## src/rtl/binary_search_param_pkg.sv

```systemverilog
// Shared types for the parametrised binary-search engine.
package bsearch_pkg;

    typedef enum logic [2:0] {
        IDLE    = 3'd0,
        ISSUE   = 3'd1,
        WAIT    = 3'd2,
        COMPARE = 3'd3,
        DONE    = 3'd4
    } bsearch_state_t;

    typedef enum logic {
        EXACT       = 1'b0,
        LOWER_BOUND = 1'b1
    } bsearch_mode_t;

    // Wide enough to hold MEM_LAT-1 for the largest supported latency (4).
    localparam int unsigned LAT_CNT_W = 3;

endpackage

```

## src/rtl/binary_search_param_lat_ctr.sv

```systemverilog
// Read-latency down-counter: loaded on each probe issue, flags the last wait cycle
// so the FSM enters COMPARE exactly when mem_q becomes valid.
module bsearch_lat_ctr #(
    parameter int unsigned MEM_LAT = 1
) (
    input  logic clk,
    input  logic rst,
    input  logic load,
    input  logic dec,
    output logic wait_done
);
    import bsearch_pkg::*;

    logic [LAT_CNT_W-1:0] cnt_q, cnt_d;

    always_comb begin
        cnt_d = cnt_q;
        if (load) begin
            cnt_d = LAT_CNT_W'(MEM_LAT - 1);
        end else if (dec && cnt_q != '0) begin
            cnt_d = cnt_q - LAT_CNT_W'(1);
        end
    end

    always_ff @(posedge clk) begin
        if (rst) begin
            cnt_q <= '0;
        end else begin
            cnt_q <= cnt_d;
        end
    end

    assign wait_done = (cnt_q <= LAT_CNT_W'(1));

endmodule

```

## src/rtl/binary_search_param.sv

```systemverilog
// Binary search over an external sorted synchronous-read memory; exact-match or
// lower-bound mode, reporting index, hit flag and number of probes.
module binary_search_param #(
    parameter int unsigned DATA_W  = 8,
    parameter int unsigned ADDR_W  = 5,
    parameter int unsigned MEM_LAT = 1
) (
    input  logic                          clk,
    input  logic                          Reset,
    input  logic                          Start,
    input  logic                          Mode,
    input  logic [DATA_W-1:0]             A,
    input  logic [DATA_W-1:0]             mem_q,
    output logic [ADDR_W-1:0]             mem_addr,
    output logic                          mem_rd,
    output logic [ADDR_W:0]               Loc,
    output logic                          Found,
    output logic                          Done,
    output logic [$clog2(ADDR_W+2)-1:0]   Probes
);
    import bsearch_pkg::*;

    localparam int unsigned PW = $clog2(ADDR_W + 2);
    localparam logic [ADDR_W:0] DEPTH = {1'b1, {ADDR_W{1'b0}}};

    bsearch_state_t       state_q, state_d;
    bsearch_mode_t        mode_q, mode_d;
    logic [DATA_W-1:0]    key_q, key_d;
    logic [ADDR_W:0]      lo_q, lo_d, hi_q, hi_d;
    logic                 hit_q, hit_d;
    logic [PW-1:0]        probes_q, probes_d;

    logic [ADDR_W+1:0]    sum;
    logic [ADDR_W-1:0]    mid;
    logic [ADDR_W:0]      mid_p1;
    logic                 lat_wait_done;

    // Extra sum bit keeps lo+hi from wrapping when hi == DEPTH.
    assign sum    = {1'b0, lo_q} + {1'b0, hi_q};
    assign mid    = ADDR_W'(sum >> 1);
    assign mid_p1 = {1'b0, mid} + (ADDR_W+1)'(1);

    bsearch_lat_ctr #(
        .MEM_LAT (MEM_LAT)
    ) u_lat_ctr (
        .clk       (clk),
        .rst       (Reset),
        .load      (state_q == ISSUE),
        .dec       (state_q == WAIT),
        .wait_done (lat_wait_done)
    );

    always_comb begin
        state_d  = state_q;
        mode_d   = mode_q;
        key_d    = key_q;
        lo_d     = lo_q;
        hi_d     = hi_q;
        hit_d    = hit_q;
        probes_d = probes_q;
        mem_rd   = 1'b0;
        mem_addr = '0;

        case (state_q)
            IDLE: begin
                lo_d     = '0;
                hi_d     = DEPTH;
                hit_d    = 1'b0;
                probes_d = '0;
                if (Start) begin
                    key_d   = A;
                    mode_d  = bsearch_mode_t'(Mode);
                    state_d = ISSUE;
                end
            end
            ISSUE: begin
                mem_rd   = 1'b1;
                mem_addr = mid;
                probes_d = probes_q + PW'(1);
                state_d  = (MEM_LAT > 1) ? WAIT : COMPARE;
            end
            WAIT: begin
                if (lat_wait_done) begin
                    state_d = COMPARE;
                end
            end
            COMPARE: begin
                if (mem_q < key_q) begin
                    lo_d = mid_p1;
                end else begin
                    hi_d = {1'b0, mid};
                    if (mem_q == key_q) begin
                        hit_d = 1'b1;
                    end
                end
                if (mode_q == EXACT && mem_q == key_q) begin
                    lo_d    = {1'b0, mid};
                    state_d = DONE;
                end else if (lo_d == hi_d) begin
                    state_d = DONE;
                end else begin
                    state_d = ISSUE;
                end
            end
            DONE: begin
                // Results clear on the same edge that returns to IDLE.
                if (!Start) begin
                    lo_d     = '0;
                    hi_d     = DEPTH;
                    hit_d    = 1'b0;
                    probes_d = '0;
                    state_d  = IDLE;
                end
            end
            default: begin
                state_d = IDLE;
            end
        endcase
    end

    always_ff @(posedge clk) begin
        if (Reset) begin
            state_q  <= IDLE;
            mode_q   <= EXACT;
            key_q    <= '0;
            lo_q     <= '0;
            hi_q     <= DEPTH;
            hit_q    <= 1'b0;
            probes_q <= '0;
        end else begin
            state_q  <= state_d;
            mode_q   <= mode_d;
            key_q    <= key_d;
            lo_q     <= lo_d;
            hi_q     <= hi_d;
            hit_q    <= hit_d;
            probes_q <= probes_d;
        end
    end

    assign Done   = (state_q == DONE);
    assign Loc    = Done ? lo_q : '0;
    assign Found  = Done & hit_q;
    assign Probes = probes_q;

endmodule

```

## config.mk

```make
export PLATFORM = sky130hd
export DESIGN_NAME = binary_search_param
export DESIGN_NICKNAME = d
export VERILOG_FILES = /design/src/rtl/binary_search_param_pkg.sv /design/src/rtl/binary_search_param_lat_ctr.sv /design/src/rtl/binary_search_param.sv
export SDC_FILE = /design/constraint.sdc
export NUM_CORES = 1
export LEC_CHECK = 0
export ABC_AREA = 1
export BUFFER_PORTS_ARGS = -buffer_cell sky130_fd_sc_hd__buf_4
export CAP_MARGIN = 20
export CORE_MARGIN = 2
export CORE_UTILIZATION = 35
export DETAILED_ROUTE_END_ITERATION = 12
export PLACE_DENSITY_LB_ADDON = 0.12
export REMOVE_ABC_BUFFERS = 1
export SKIP_LAST_GASP = 1
export SYNTH_ARGS = -nofsm -noshare
export SYNTH_HDL_FRONTEND = slang
export SYNTH_SLANG_ARGS = --single-unit
```

## constraint.sdc

```tcl
create_clock -name clk -period 2.75 [get_ports clk]
set_input_delay 0 -clock clk [delete_from_list [all_inputs] [get_ports clk]]
set_output_delay 0 -clock clk [all_outputs]
set_load 0.05 [all_outputs]
```

## After elaboration in Yosys (flattened, before gate mapping)

Index checks and enable logic that the tools add are counted.

| storage, ports and cells | value |
|---|---|
| register bits after elaboration | 31 |
| input port bits | 20 |
| output and inout port bits | 17 |

| operators by class | value |
|---|---|
| add/subtract/negate cells | 4 |
| order comparisons | 2 |
| equal/unequal tests | 11 |
| muxes and demuxes | 23 |
| bitwise operators | 2 |
| reduce and logical (&&, ||, !) cells | 12 |

Operators with widths:

| cell | count |
|---|---|
| $mux 6 | 8 |
| $pmux 6 s3 | 2 |
| $mux 3 | 5 |
| $pmux 3 s5 | 1 |
| $ne 2x2->1 const B | 5 |
| $pmux 3 s3 | 1 |
| $reduce_bool 3->1 | 3 |
| $eq 8x8->1 | 1 |
| $lt 8x8->1 | 1 |
| $add 5x1->6 const B | 1 |
| $add 6x6->6 | 1 |
| $eq 3x2->1 const B | 2 |
| $eq 6x6->1 | 1 |
| $reduce_and 2->1 | 3 |
| $mux 5 | 1 |
| $mux 1 | 4 |
| $reduce_and 4->1 | 1 |
| $add 3x1->3 const B | 1 |
| $eq 3x1->1 const B | 1 |
| $eq 3x3->1 const B | 1 |
| $le 3x1->1 const B | 1 |
| $logic_not 3->1 | 1 |
| $pmux 1 s3 | 1 |
| $reduce_and 3->1 | 1 |
| 5 further kinds | 6 |

## Depth between registers and ports, before layout

Gate-level depths: netlist of the first run.

| logic depth | value |
|---|---|
| depth after elaboration | 8 |
| mapped depth | 22 |
| gate-level depth less buffers | 21 |

## Modules after synthesis

A second synthesis of the first run with hierarchy kept.

| second synthesis, totals | value |
|---|---|
| cell total of the unflattened synthesis | 357 |
| area, all modules | 2298.5 sq um |

By module, submodules not included:

| module | times used | cells an instance | area each (sq um) | sequential area each (sq um) |
|---|---|---|---|---|
| binary_search_param | 1 | 330 | 2094.5 | 560.5 |
| bsearch_lat_ctr | 1 | 27 | 203.9 | 60.1 |

## Worst setup path before layout of the first run

Ideal clock, no wire load.

| path | value |
|---|---|
| path type | reg2out |
| start point | register state_q[0] |
| end point | output mem_addr[2] |
| arrival time | 2.666 ns |
| data required time | 2.750 ns |
| path slack | 0.084 ns |
| cell stages (with the launch flop) | 5 |
| cells stage by stage | dfxtp_1 inv_1 nor3_1 inv_1 nor2_1 |

| between the ends | value |
|---|---|
| cells in the longest elaborated chain, start to end | 2 |

RTL lines:

| item | line | source |
|---|---|---|
| start, declared | binary_search_param.sv:26 | `bsearch_state_t state_q, state_d;` |
| start signal, assigned | binary_search_param.sv:131 | `state_q <= state_d;` |
| $eq 3x1->1 | binary_search_param.sv:64 | `case (state_q)` |
| $mux 5 | binary_search_param.sv:64 |  |
| end, declared | binary_search_param.sv:14 | `output logic [ADDR_W-1:0] mem_addr,` |

Every way passes these cells.

## Worst setup path after layout of the first run

| path | value |
|---|---|
| start point | register hi_q[0] |
| end point | register state_q[2] |

| between the ends | value |
|---|---|
| cells in the longest elaborated chain, start to end | 8 |

RTL lines:

| item | line | source |
|---|---|---|
| start, declared | binary_search_param.sv:29 | `logic [ADDR_W:0] lo_q, lo_d, hi_q, hi_d;` |
| start signal, assigned | binary_search_param.sv:135 | `hi_q <= hi_d;` |
| $add 6x6->6 | binary_search_param.sv:39 | `assign sum = {1'b0, lo_q} + {1'b0, hi_q};` |
| $add 5x1->6 | binary_search_param.sv:41 | `assign mid_p1 = {1'b0, mid} + (ADDR_W+1)'(1);` |
| $mux 6 | binary_search_param.sv:88 | `if (mem_q < key_q) begin` |
| $mux 6 | binary_search_param.sv:64 |  |
| $eq 6x6->1 (*) | binary_search_param.sv:99 | `end else if (lo_d == hi_d) begin` |
| $mux 3 (*) | binary_search_param.sv:99 |  |
| $mux 3 (*) | binary_search_param.sv:96 | `if (mode_q == EXACT && mem_q == key_q) begin` |
| $pmux 3 s5 (*) | binary_search_param.sv:64 |  |

Every way passes the cells marked *; elsewhere a longest branch is shown, timed or not. The select of a mux whose other input is x is not followed.
A chain may end at the register's enable or synchronous reset.

==> impl_metrics.csv, run 1 <==
group,metric,value,unit
yosys,synth.top_cells.by_area,"dfxtp_1, nand2_1, ha_1, inv_1, a21oi_1",
clock_network,clock_latency,0.28,ns
setup_path,rr_worst_depth,19,
yosys,synth_compound_area_share,15.42,%
yosys,synthFlopType,"dfxtp_1",
timing,final.period_utilization,86.09,%
yosys,synth_largest_area_cell,"dfxtp_1",
die,die_height,84.57,um
placement,gp_congestion,0.8263,
die,pin_count,37,
yosys,synth_xor_area_share,0,%
run,cap_violations,0,
detailed_routing,vias,2292,
setup_path,r2r_slack,0.38,ns
timing,fin_ws,0.3826,ns
finish,mostFrequentLayoutCell,"nand2_1",
run_status,status,"complete, no violations",
hold_path,hold-path-endpoint,"key_q[4]",
timing,period_minus_slack,2.367,ns
detailed_routing,via_per_inst,4.815,
clock_network,cts_resized,0,
global_routing,grtUsageTotal,16.14,%
hold_path,min_from,"A[4]",
timing,drv_slew,0,
yosys,synth.avg_cell_area,6.365,um2
pwr,power.total,1.147,mW
clock_network,cts_tree,"yes",
global_routing,grt_pass1_vias,2184,
finish,areaGrowthSynthToFinish,19.99,%
yosys,synthSimpleGateAreaFrac,35.19,%
clock_network,path_clk_slew,0.06,ns
setup_path,critPathCaptureType,"flip-flop",
timing,rsz0062_at_grt,"no",
die,core,6314,um2
yosys,yosysWarnings,0,
global_routing,gr-total-overflow,0,
detailed_routing,ant_nets,0,
clock_network,cts_buffer_depth,2,
hold_path,holdPathStages,3,
finish,fin_nets,436,
yosys,ys_ff_latch,31,
timing,relSlewSlack,62.96,%
setup_path,worstPathMaxFanout,4,
finish,drive_gt1_share,17.04,%
yosys,synth.distinct_cells,30,
global_routing,antenna_found_initial,0,
pwr,ir_worst_vdd,287.4,uV
yosys,synth_mux_area_share,0,%
timing,hold_viol,0,
timing,clock.fmax,422.4,MHz
setup_path,worstReg2RegStart,"hi_q[0]",
yosys,synthAdderAreaFrac,10.24,%
yosys,synth_top_area_share,27.31,%
timing,setup-violations-final,0,
die,dieWidth,84.57,um
timing,skew,0.003896,ns
finish,antenna_cells,0,
yosys,async_flop_share,0,%
clock_network,postCtsSetupBuffers,0,
setup_path,start_kind,"flip-flop",
finish,ff_latch_area,620.6,um2
die,fp-row-count,29,
yosys,synth_top_family_by_area,"simple AND/OR/NAND/NOR gates",
die,dieArea,7152,um2
finish,multiInputGateArea,1383,um2
setup_path,r2r-end,"state_q[2]",
yosys,syn_area,2272,um2
pwr,powerDensity,420.8,nW/um2
yosys,ys_seq_area_share,27.31,%
finish,final_cell_mix,"nand2_1, inv_1, buf_4",
pwr,static-leakage-power,1.284,nW
timing,tightest_slew,0.5550,ns
detailed_routing,drt_iter0_markers,109,
setup_path,cp.arrival,2.58,ns
clock_network,cts_made_buffers,5,
global_routing,grt_max_degree,22,
clock_network,cts_root_buffer,"clkbuf_8",
clock_network,cts-htree-levels,2,
placement,pre_cts_ws,0.3904,ns
detailed_routing,wl,5498,um
setup_path,crit_required,2.96,ns
placement,io_buffer_count,36,
hold_path,hold_class,"primary input to flip-flop",
setup_path,critical_path_class,"flip-flop to flip-flop",
global_routing,grt_pass1_wl,9570,um
die,initial_utilization,35.99,%
detailed_routing,wl_per_cell,11.55,um
detailed_routing,drc,0,
timing,whs,0.01345,ns
timing,setup_tns,0,ns
detailed_routing,drt_pre_antenna_iters,4,
finish,fillers,709,
clock_network,cts_hold_buf,5,
placement,dp_hpwl,4210,um
yosys,synthCells,357,
yosys,synth_edf_count,0,
clock_network,cts.sink_count,31,
## synth_stat cells (2+ instances only)
library cell,number
nand3_1,28
nand3b_1,3
inv_1,52
nor2_4,2
a21oi_1,33
nor3_1,3
dfxtp_1,31
inv_2,5
a21oi_2,4
a211oi_1,2
clkbuf_1,4
nand2_1,100
nand4_1,3
nand2_2,8
nand2_4,2
nor2_1,30
ha_1,17
o21ai_1,2
o21ai_0,11
buf_2,2
o211ai_1,6
## worst max-delay path by stage
stage	start	endpoint	slack, ns	cells past startpoint
after CTS	hi_q[0]	state_q[0]	0.39	20
final	hi_q[0]	state_q[2]	0.38	19
after global routing	hi_q[0]	state_q[0]	0.02	19
after global placement	hi_q[0]	state_q[0]	0.47	20
after floorplan	state_q[0]	mem_addr[2]	0.08	4
after detailed placement	hi_q[0]	state_q[0]	0.39	20
## kinds of logic after synthesis
family | count (synthesis)
flip-flops | 31
AND/OR/NAND/NOR | 182
buffers and inverters | 66
AO/OA/AOI/OAI | 60
adder cells (fa/ha/maj) | 18
## worst max-delay path: stages (launching register included)
cell and delay (ns):
dfxtp_1 0.32, nand2_1 0.06, inv_1 0.07, fa_1 0.41, inv_1 0.07, nand2_1 0.04
nand2_1 0.12, inv_1 0.09, ha_1 0.23, nand3_1 0.13, nor2_1 0.06, nand2_1 0.05
nand3_1 0.09, nand2_1 0.10, nand2_1 0.05, nand2_1 0.06, nand3_1 0.08, nand2_1 0.08
nand2_1 0.08, a21oi_2 0.11
## stage by stage
step                      utilization [%]  area, um2  instances
after floorplan                         -       2221        349
after global routing                43.18       2726        476
after global placement              41.10       2595        463
after CTS                           43.18       2726        476
after detailed placement            41.10       2595        463
final                               43.18       2726        476
## layout make-up
class | count | share of cell area (%)
Inverter | 58 | 7.985
Clock buffer | 7 | 2.799
Clock inverter | 1 | 0.1836
Tap cell | 77 | 3.534
Sequential cell | 31 | 22.76
Multi-Input combinational cell | 260 | 50.71
Timing Repair Buffer | 42 | 12.02
## flip-flops by register name (all words and copies together) (netlist names)
| register | cells |
|---|---|
| mode_q | 1 |
| lo_q | 6 |
| state_q | 3 |
| key_q | 8 |
| u_lat_ctr.cnt_q | 3 |
| hi_q | 6 |
| Probes | 3 |
| hit_q | 1 |
## where the power goes
group / switching, mW / total (mW) / internal, mW
registers: 0.0119 / 0.482 / 0.470
logic: 0.212 / 0.323 / 0.111
clock network: 0.165 / 0.343 / 0.177
total: 0.389 / 1.15 / 0.758
## routing by layer
| layer | up-vias | wire length (um) | GRT usage, % |
|---|---|---|---|
| met3 | 6 | 250 | 3.441 |
| met2 | 50 | 2474 | 25.98 |
| met5 | - | 0 | 0 |
| met1 | 1019 | 2694 | 21.68 |
| li1 | 1217 | - | - |
| met4 | 0 | 78 | 4.906 |
Power figures use the tool's default switching activity.
==> run 2, diff against run 1 <==
==> constraint.sdc (replaced) <==
create_clock -name clk -period 3 [get_ports clk]
set_input_delay 0 -clock clk [delete_from_list [all_inputs] [get_ports clk]]
set_output_delay 0 -clock clk [all_outputs]
set_load 0.05 [all_outputs]
==> impl_metrics.csv, run 2 (same netlist as run 1, synthesis figures left out) <==
group,metric,value,unit
die,die_height,84.57,um
placement,io_buffer_count,36,
hold_path,min_from,"A[6]",
timing,hold_viol,0,
detailed_routing,drt_pre_antenna_iters,4,
clock_network,cts_tree,"yes",
pwr,ir_worst_vdd,176.6,uV
setup_path,worstReg2RegStart,"hi_q[0]",
die,fp-row-count,29,
timing,skew,0.004588,ns
finish,largest_reg_flops,8,
clock_network,clock_latency,0.28,ns
die,pin_count,37,
global_routing,grt_pass1_vias,2130,
detailed_routing,wl,5622,um
setup_path,cp.arrival,2.58,ns
finish,largest_register,"key_q",
setup_path,critPathLaunch,"hi_q[0]",
run_status,status,"complete, no violations",
finish,largest_registers,"key_q x8, hi_q x6, lo_q x6",
pwr,powerDensity,388.0,nW/um2
detailed_routing,drc,0,
placement,dp_hpwl,4280,um
hold_path,hold_class,"primary input to flip-flop",
detailed_routing,via_per_inst,4.772,
die,initial_utilization,35.99,%
die,core,6314,um2
detailed_routing,drt_iter0_markers,107,
clock_network,cts_buffer_depth,2,
finish,antenna_cells,0,
setup_path,r2r_slack,0.60,ns
clock_network,path_clk_slew,0.07,ns
setup_path,worstPathMaxFanout,4,
die,dieWidth,84.57,um
timing,final.period_utilization,80.10,%
run,cap_violations,0,
timing,setup_tns,0,ns
finish,mostFrequentLayoutCell,"nand2_1",
timing,setup-violations-final,0,
global_routing,grt_max_degree,22,
die,dieArea,7152,um2
setup_path,start_kind,"flip-flop",
placement,gp_congestion,0.8264,
clock_network,cts.sink_count,31,
detailed_routing,vias,2281,
finish,drive_gt1_share,16.96,%
placement,placed_cells,463,
global_routing,grt_pass1_wl,9528,um
timing,period_minus_slack,2.403,ns
clock_network,cts_made_buffers,5,
global_routing,gr-total-overflow,0,
pwr,static-leakage-power,1.293,nW
clock_network,cts_resized,0,
timing,drv_slew,0,
clock_network,postCtsSetupBuffers,0,
finish,fin_nets,438,
clock_network,cts-htree-levels,2,
timing,tightest_slew,0.5676,ns
finish,final-instance-count-excl-fill,478,
setup_path,critPathCaptureType,"flip-flop",
global_routing,grtUsageTotal,16.24,%
detailed_routing,ant_nets,0,
setup_path,rr_worst_depth,20,
setup_path,critical_path_class,"flip-flop to flip-flop",
detailed_routing,wl_per_cell,11.76,um
timing,relSlewSlack,62.12,%
timing,clock.fmax,416.1,MHz
setup_path,crit_required,3.17,ns
finish,final_cell_mix,"nand2_1, inv_1, buf_4",
global_routing,antenna_found_initial,0,
timing,rsz0062_at_grt,"no",
clock_network,cts_root_buffer,"clkbuf_8",
hold_path,holdPathStages,3,
finish,areaGrowthSynthToFinish,20.87,%
-- run 2: per-stage QoR --
step | power (mW) | setup slack, ns | utilization, % | hold WS, ns | instance area (um2)
floorplan | 0.6600 | 0.3340 | - | 0.06244 | 2221
global placement | 0.7431 | 0.7242 | 41.10 | 0.2787 | 2595
detailed placement | 0.7418 | 0.6205 | 41.10 | 0.2878 | 2595
CTS | 1.077 | 0.6181 | 43.50 | 0.003194 | 2746
global route | 1.138 | 0.3208 | 43.50 | 0.02433 | 2746
finish | 1.066 | 0.5969 | 43.50 | 0.009689 | 2746
-- run 2: power breakdown --
group,total [mW],switching (mW),internal [mW]
registers,0.441,0.0111,0.430
logic,0.297,0.194,0.103
clock network,0.327,0.164,0.163
-- run 2: cell type report --
type | count | area, um2
multi-input cells | 260 | 1383
clock buffers | 7 | 76.32
inverters | 58 | 217.7
fillers | 710 | 3567
clock inverters | 1 | 5.005
repair buffers | 44 | 347.8
well taps | 77 | 96.34
flip-flops and latches | 31 | 620.6
-- run 2: metal layers --
metal  up-vias  GRT usage (%)  wire length [um]
met5         -              0                 0
met4         0          4.185                65
met2        38          25.70              2505
li1       1222              -                 -
met1      1015          22.62              2870
met3         6          3.245               181
-- run 2: path summary, 6_finish.rpt --
check | endpoint
worst max-delay path | state_q[0]
worst min-delay path | key_q[6]
worst min register to register | key_q[2]
worst max register to register | state_q[0]
-- run 2: repair_timing --
| action | 4_1_cts | 5_1_grt |
|---|---|---|
| endpoints found under the setup margin | 0 | 0 |
| hold endpoints to repair | 7 | 0 |
| hold buffers | 7 | 0 |
-- run 2: critical path: stages, from the launching register on --
cell	delay, ns
dfxtp_1	0.33
nand2_1	0.06
inv_1	0.07
fa_1	0.41
inv_1	0.07
nand2_1	0.04
nand2_1	0.13
inv_1	0.09
ha_1	0.22
nand3_1	0.14
nor2_1	0.07
nand2_1	0.05
nand3_1	0.09
nand2_1	0.10
nand2_1	0.05
nand2_1	0.06
nand3_1	0.07
nand2_1	0.08
nand2_1	0.06
nand2_1	0.05
nor2_1	0.03
